===== config.mk =====
export PLATFORM = sky130hd
export DESIGN_NAME = alu_exec_sequencer
export DESIGN_NICKNAME = d
export VERILOG_FILES = /design/src/rtl/alu_exec_sequencer_pkg.sv /design/src/rtl/alu_exec_sequencer_timeout.sv /design/src/rtl/alu_exec_sequencer.sv
export SDC_FILE = /design/constraint.sdc
export NUM_CORES = 1
export LEC_CHECK = 0
export ABC_AREA = 1
export CAP_MARGIN = 20
export CORE_MARGIN = 2
export CORE_UTILIZATION = 50
export DETAILED_ROUTE_END_ITERATION = 8
export PLACE_DENSITY = 0.84
export SYNTH_ARGS = -nofsm -noshare
export SYNTH_HDL_FRONTEND = slang
export SYNTH_SLANG_ARGS = --single-unit

===== constraint.sdc =====
create_clock -name clk -period 4.5 [get_ports clk]
set_input_delay 0.45 -clock clk [delete_from_list [all_inputs] [get_ports clk]]
set_output_delay 0.45 -clock clk [all_outputs]
set_load 0.1 [all_outputs]

===== src/rtl/alu_exec_sequencer_pkg.sv =====
`default_nettype none
// ============================================================================
// Module      : alu_exec_sequencer_pkg
// Description : State encoding and stop-cause codes for the ALU sequencer.
// Revision    : 1.0 - initial release
// ============================================================================
package alu_exec_sequencer_pkg;

    // STOPPED keeps the 4'b1000 code already used by existing debug tooling
    typedef enum logic [3:0] {
        ST_IDLE      = 4'b0000,
        ST_FETCH     = 4'b0001,
        ST_DECODE    = 4'b0010,
        ST_EXECUTE   = 4'b0011,
        ST_WRITEBACK = 4'b0100,
        ST_STOPPED   = 4'b1000
    } seq_state_e;

    localparam logic [1:0] FAULT_NONE    = 2'b00;
    localparam logic [1:0] FAULT_INVALID = 2'b01;
    localparam logic [1:0] FAULT_TIMEOUT = 2'b10;
    localparam logic [1:0] FAULT_HALT    = 2'b11;

    localparam int TIMEOUT_CNT_W = 8;

endpackage
`default_nettype wire


===== src/rtl/alu_exec_sequencer_timeout.sv =====
`default_nettype none
// ============================================================================
// Module      : exec_timeout_counter
// Description : EXECUTE-phase watchdog; flags the cycle in which the count
//               reaches EXEC_TIMEOUT-1.
// Revision    : 1.0 - initial release
// ============================================================================
module exec_timeout_counter
    import alu_exec_sequencer_pkg::*;
#(
    parameter int EXEC_TIMEOUT = 64
) (
    input  logic clk,
    input  logic resetn,
    input  logic clear,
    input  logic enable,
    output logic expired
);

    localparam logic [TIMEOUT_CNT_W-1:0] EXPIRE_AT = TIMEOUT_CNT_W'(EXEC_TIMEOUT - 2);

    logic [TIMEOUT_CNT_W-1:0] count_q;
    logic [TIMEOUT_CNT_W-1:0] count_d;

    always_comb begin
        count_d = count_q;
        if (clear) begin
            count_d = '0;
        end else if (enable) begin
            count_d = count_q + TIMEOUT_CNT_W'(1);
        end
    end

    always_ff @(posedge clk or negedge resetn) begin
        if (!resetn) begin
            count_q <= '0;
        end else begin
            count_q <= count_d;
        end
    end

    // The increment on this edge is the one that reaches EXEC_TIMEOUT-1
    assign expired = enable && (count_q == EXPIRE_AT);

endmodule
`default_nettype wire


===== src/rtl/alu_exec_sequencer.sv =====
`default_nettype none
// ============================================================================
// Module      : alu_exec_sequencer
// Description : Fetch/decode/execute/writeback controller for the ALU path.
// Revision    : 1.0 - initial release
// ============================================================================
module alu_exec_sequencer
    import alu_exec_sequencer_pkg::*;
#(
    parameter int PC_WIDTH     = 16,
    parameter int EXEC_TIMEOUT = 64
) (
    input  logic                clk,
    input  logic                resetn,
    input  logic                start,
    input  logic [PC_WIDTH-1:0] start_pc,
    input  logic                halt_req,
    output logic                imem_req,
    output logic [PC_WIDTH-1:0] imem_addr,
    input  logic                imem_ack,
    input  logic [31:0]         imem_rdata,
    output logic [31:0]         instruction,
    input  logic                invalid_instruction,
    input  logic [1:0]          dec_alu_write,
    output logic                alu_start,
    input  logic                alu_done,
    output logic [1:0]          alu_write,
    output logic [PC_WIDTH-1:0] pc,
    output logic                busy,
    output logic                stopped,
    output logic [1:0]          fault,
    output logic [31:0]         retired
);

    seq_state_e          state_q,     state_d;
    logic [PC_WIDTH-1:0] pc_q,        pc_d;
    logic [31:0]         instr_q,     instr_d;
    logic [1:0]          fault_q,     fault_d;
    logic [31:0]         retired_q,   retired_d;
    logic [1:0]          wpat_q,      wpat_d;
    logic                imem_req_q,  imem_req_d;
    logic [1:0]          alu_write_q, alu_write_d;

    logic alu_start_w;
    logic cnt_clear;
    logic cnt_enable;
    logic cnt_expired;

    exec_timeout_counter #(
        .EXEC_TIMEOUT (EXEC_TIMEOUT)
    ) u_timeout (
        .clk     (clk),
        .resetn  (resetn),
        .clear   (cnt_clear),
        .enable  (cnt_enable),
        .expired (cnt_expired)
    );

    always_comb begin
        state_d     = state_q;
        pc_d        = pc_q;
        instr_d     = instr_q;
        fault_d     = fault_q;
        retired_d   = retired_q;
        wpat_d      = wpat_q;
        imem_req_d  = imem_req_q;
        alu_write_d = 2'b00;
        alu_start_w = 1'b0;
        cnt_clear   = 1'b0;
        cnt_enable  = 1'b0;

        case (state_q)
            ST_IDLE, ST_STOPPED: begin
                if (start) begin
                    state_d    = ST_FETCH;
                    pc_d       = start_pc;
                    fault_d    = FAULT_NONE;
                    imem_req_d = 1'b1;
                end
            end
            ST_FETCH: begin
                if (imem_ack) begin
                    instr_d    = imem_rdata;
                    imem_req_d = 1'b0;
                    state_d    = ST_DECODE;
                end
            end
            ST_DECODE: begin
                // Decoder verdict is combinational on instr_q, so the launch
                // pulse cannot be registered ahead of this cycle.
                if (invalid_instruction) begin
                    fault_d = FAULT_INVALID;
                    state_d = ST_STOPPED;
                end else begin
                    alu_start_w = 1'b1;
                    wpat_d      = dec_alu_write;
                    cnt_clear   = 1'b1;
                    state_d     = ST_EXECUTE;
                end
            end
            ST_EXECUTE: begin
                cnt_enable = 1'b1;
                if (alu_done) begin
                    alu_write_d = wpat_q;
                    state_d     = ST_WRITEBACK;
                end else if (cnt_expired) begin
                    fault_d = FAULT_TIMEOUT;
                    state_d = ST_STOPPED;
                end
            end
            ST_WRITEBACK: begin
                pc_d      = pc_q + PC_WIDTH'(1);
                retired_d = retired_q + 32'd1;
                if (halt_req) begin
                    fault_d = FAULT_HALT;
                    state_d = ST_STOPPED;
                end else begin
                    imem_req_d = 1'b1;
                    state_d    = ST_FETCH;
                end
            end
            default: begin
                state_d    = ST_IDLE;
                imem_req_d = 1'b0;
            end
        endcase
    end

    always_ff @(posedge clk or negedge resetn) begin
        if (!resetn) begin
            state_q     <= ST_IDLE;
            pc_q        <= '0;
            instr_q     <= '0;
            fault_q     <= FAULT_NONE;
            retired_q   <= '0;
            wpat_q      <= 2'b00;
            imem_req_q  <= 1'b0;
            alu_write_q <= 2'b00;
        end else begin
            state_q     <= state_d;
            pc_q        <= pc_d;
            instr_q     <= instr_d;
            fault_q     <= fault_d;
            retired_q   <= retired_d;
            wpat_q      <= wpat_d;
            imem_req_q  <= imem_req_d;
            alu_write_q <= alu_write_d;
        end
    end

    assign imem_req    = imem_req_q;
    assign imem_addr   = pc_q;
    assign instruction = instr_q;
    assign alu_start   = alu_start_w;
    assign alu_write   = alu_write_q;
    assign pc          = pc_q;
    assign fault       = fault_q;
    assign retired     = retired_q;
    assign stopped     = (state_q == ST_STOPPED);
    assign busy        = (state_q == ST_FETCH)   || (state_q == ST_DECODE) ||
                         (state_q == ST_EXECUTE) || (state_q == ST_WRITEBACK);

endmodule
`default_nettype wire


==> metrics <==
Root Buffer clkbuf_8; Final Hold Violating Endpoints 0; Initial Util 0.518; data required time of the worst path between 4000 and 5000 ps; Simple-Gate Fraction of Synth Area 0.311; CTS tree yes; nature of the critical path endpoint output port; global route overflow 0; Post-route DRC 0; die area approximately 12000 um^2; DR WL met2 6880 um; total global-route track usage 0.249; RePlAce Congestion 1.00; Clk pin slew, worst setup/hold paths about 100 ps; met3 routed WL 898 um; Routed wire per std cell approximately 14 um; warning count from the yosys run 0; largest net degree at the start of global routing 62; CTS buffer count 9; main combinational cell family by area after synthesis simple AND/OR/NAND/NOR gates; die width approximately 110 um; crit-path cells nor2_2 -> nand3_2 -> nand4_1 -> clkdlybuf4s50_1; cells on worst reg2reg path 8; R2R setup slack 2090 ps; dominant synthesized flop cell dfrtp_1; antenna cells 0; Routed Antenna Nets 0; postcts setup bufs 0; wl on met1 5740 um; worst-margin pin slew 1030 ps; critical path peak fanout 19; Critical Path AT 2900 ps; DP HPWL 10400 um; synth unique cells 30; setup TNS 0 ps; H-tree levels 3; cts hold-fix bufs 0; Area Overhead vs Synth 33.6%; Worst setup SP type flop; Mapped Nets about 750; CP max stage cell clkdlybuf4s50_1; post-layout min period 3350 ps; Rows 37; mux contribution to synthesized area 0.0667; syn_area_per_cell 7.89 um^2; post-CTS resize count 0; Final Cycle Share 0.744; critical path class flop to output port; vias per cell between 5 and 6; final number of setup-violating endpoints 0; sequential area share after synthesis 0.459; Pins Over Slew Limit 0; CTS Sinks 99; routed vias about 5100; Max stage delay on crit path 1170 ps; vias in the first global route around 4900; Worst Skew 9.09 ps; xor/xnor share of the synthesized area 0.0308; fin nets 891; Post-Synthesis Cells 684; Post-Synth Adder-Cell Area 0.00927; Yosys reg bits 99; slew margin rel. 0.310; top layer reached by signal wires met4; core box area 10400 um^2; cell area after synthesis 5400 um^2; Layout fillers 860; FF-to-FF End retired[21]$_DFFE_PN0N_; io pins 161; TritonRoute pass-1 iters 5; Die Ht 108 um; DR iter-0 viols 366; DRT Wirelength around 14000 um; max-cap viol count 0; RSZ-0062 raised after global routing false; r2r startpoint state_q[3]$_DFFE_PN0P_; fraction of registers with async set/reset 1.00; first-pass GRT wire length 22900 um; IO Port Bufs 160; status complete, no violations; Post-synth EDFFs 0; Max Fclk 298 MHz; Hold Crit Class input port to asynchronous set/reset pin; Synth Area in Compound Gates 0.0387; clock latency on the worst-skew pair 380 ps; ratio of cells with drive above 1 in the final layout 0.0802; initial antenna violation count 0; Clock Path Buffers 2
==> per-layer routing <==
metal,GRT usage,up-vias
met2,0.434,204
met4,0.111,0
met5,0,-
li1,-,2434
met1,0.306,2418
met3,0.0369,34
==> cell families after synthesis <==
group           Yosys count
buf+inv                  98
fa+ha+maj                 4
flops                    99
simple gates            392
xor+xnor                 19
compound gates           40
mux                      32
==> worst max-delay path by stage <==
stage	startpoint	endpoint
global route	state_q[1]$_DFFE_PN0P_	busy
floorplan	state_q[1]$_DFFE_PN0P_	stopped
global placement	invalid_instruction	alu_start
finish	state_q[1]$_DFFE_PN0P_	busy
CTS	state_q[1]$_DFFE_PN0P_	busy
detailed placement	invalid_instruction	alu_start
==> stage by stage <==
stage / worst slack (ps) / hold WS (ps) / cell area [um^2] / cells / util
after floorplan: 2130 / 154 / 5400 / 684 / -
after global placement: 1430 / 457 / 6990 / 955 / 0.671
after detailed placement: 1440 / 461 / 6990 / 955 / 0.671
after CTS: 1160 / 42.3 / 7220 / 971 / 0.693
after global routing: 1040 / 57.8 / 7220 / 971 / 0.693
final: 1150 / 27.4 / 7220 / 971 / 0.693
==> cells in the mapped netlist (3+ instances only) <==
master | number | share of area
nor2_4 | 5 | 0.010
mux2_2 | 31 | 0.065
a21oi_1 | 7 | 0.0065
o21ai_1 | 3 | 0.0028
dfrtp_1 | 99 | 0.46
nand4_1 | 16 | 0.019
o21ai_0 | 26 | 0.024
xnor2_1 | 9 | 0.015
nand3b_1 | 11 | 0.015
inv_1 | 70 | 0.049
ha_1 | 4 | 0.0093
buf_4 | 20 | 0.028
nor2_1 | 89 | 0.062
nand3_1 | 35 | 0.032
nor3_1 | 4 | 0.0037
buf_2 | 5 | 0.0046
nand2_1 | 221 | 0.15
nor2_2 | 5 | 0.0058
xor2_1 | 10 | 0.016
==> critical path: cells and delay by family (launching register included) <==
kind	cells	cell delay [ps]
buf+inv	1	1170
simple gates	3	890
flops	1	460
==> cells in the final DEF, fill, tap and decap left out, types with 2 or more instances in the layout <==
| cell type | count |
|---|---|
| buf_4 | 3 |
| ha_1 | 4 |
| a31oi_1 | 2 |
| clkbuf_8 | 9 |
| dfrtp_1 | 99 |
| xor2_1 | 10 |
| nor2_4 | 5 |
| o21ai_1 | 3 |
| inv_1 | 70 |
| nand3_1 | 35 |
| mux2_2 | 31 |
| nand4_1 | 16 |
| o21ai_0 | 26 |
| xnor2_1 | 9 |
| nor2_2 | 5 |
| nand2_2 | 2 |
| nand3_2 | 2 |
| nand2_1 | 221 |
| nand3b_1 | 11 |
| bufinv_16 | 2 |
| nor3_1 | 4 |
| clkdlybuf4s50_1 | 159 |
| nor2_1 | 89 |
| inv_6 | 2 |
| a21oi_1 | 7 |
==> cell type report <==
type,count,area [um^2],area share
clock buffer,10,128,0.0177
clock inverter,6,93.8,0.0130
inverter,71,267,0.0369
multi-input combinational,487,2470,0.342
sequential,99,2480,0.343
tap,136,170,0.0236
timing repair buffer,162,1610,0.224
==> state kept, by name (all words and copies together) (netlist names) <==
register	flops
instruction	32
retired	32
imem_addr	16
u_timeout.count_q	8
state_q	4
alu_write	2
fault	2
wpat_q	2
imem_req	1
Power is not shown: default switching activity piles up to over one toggle a cycle in this logic, so the estimate is an artifact.
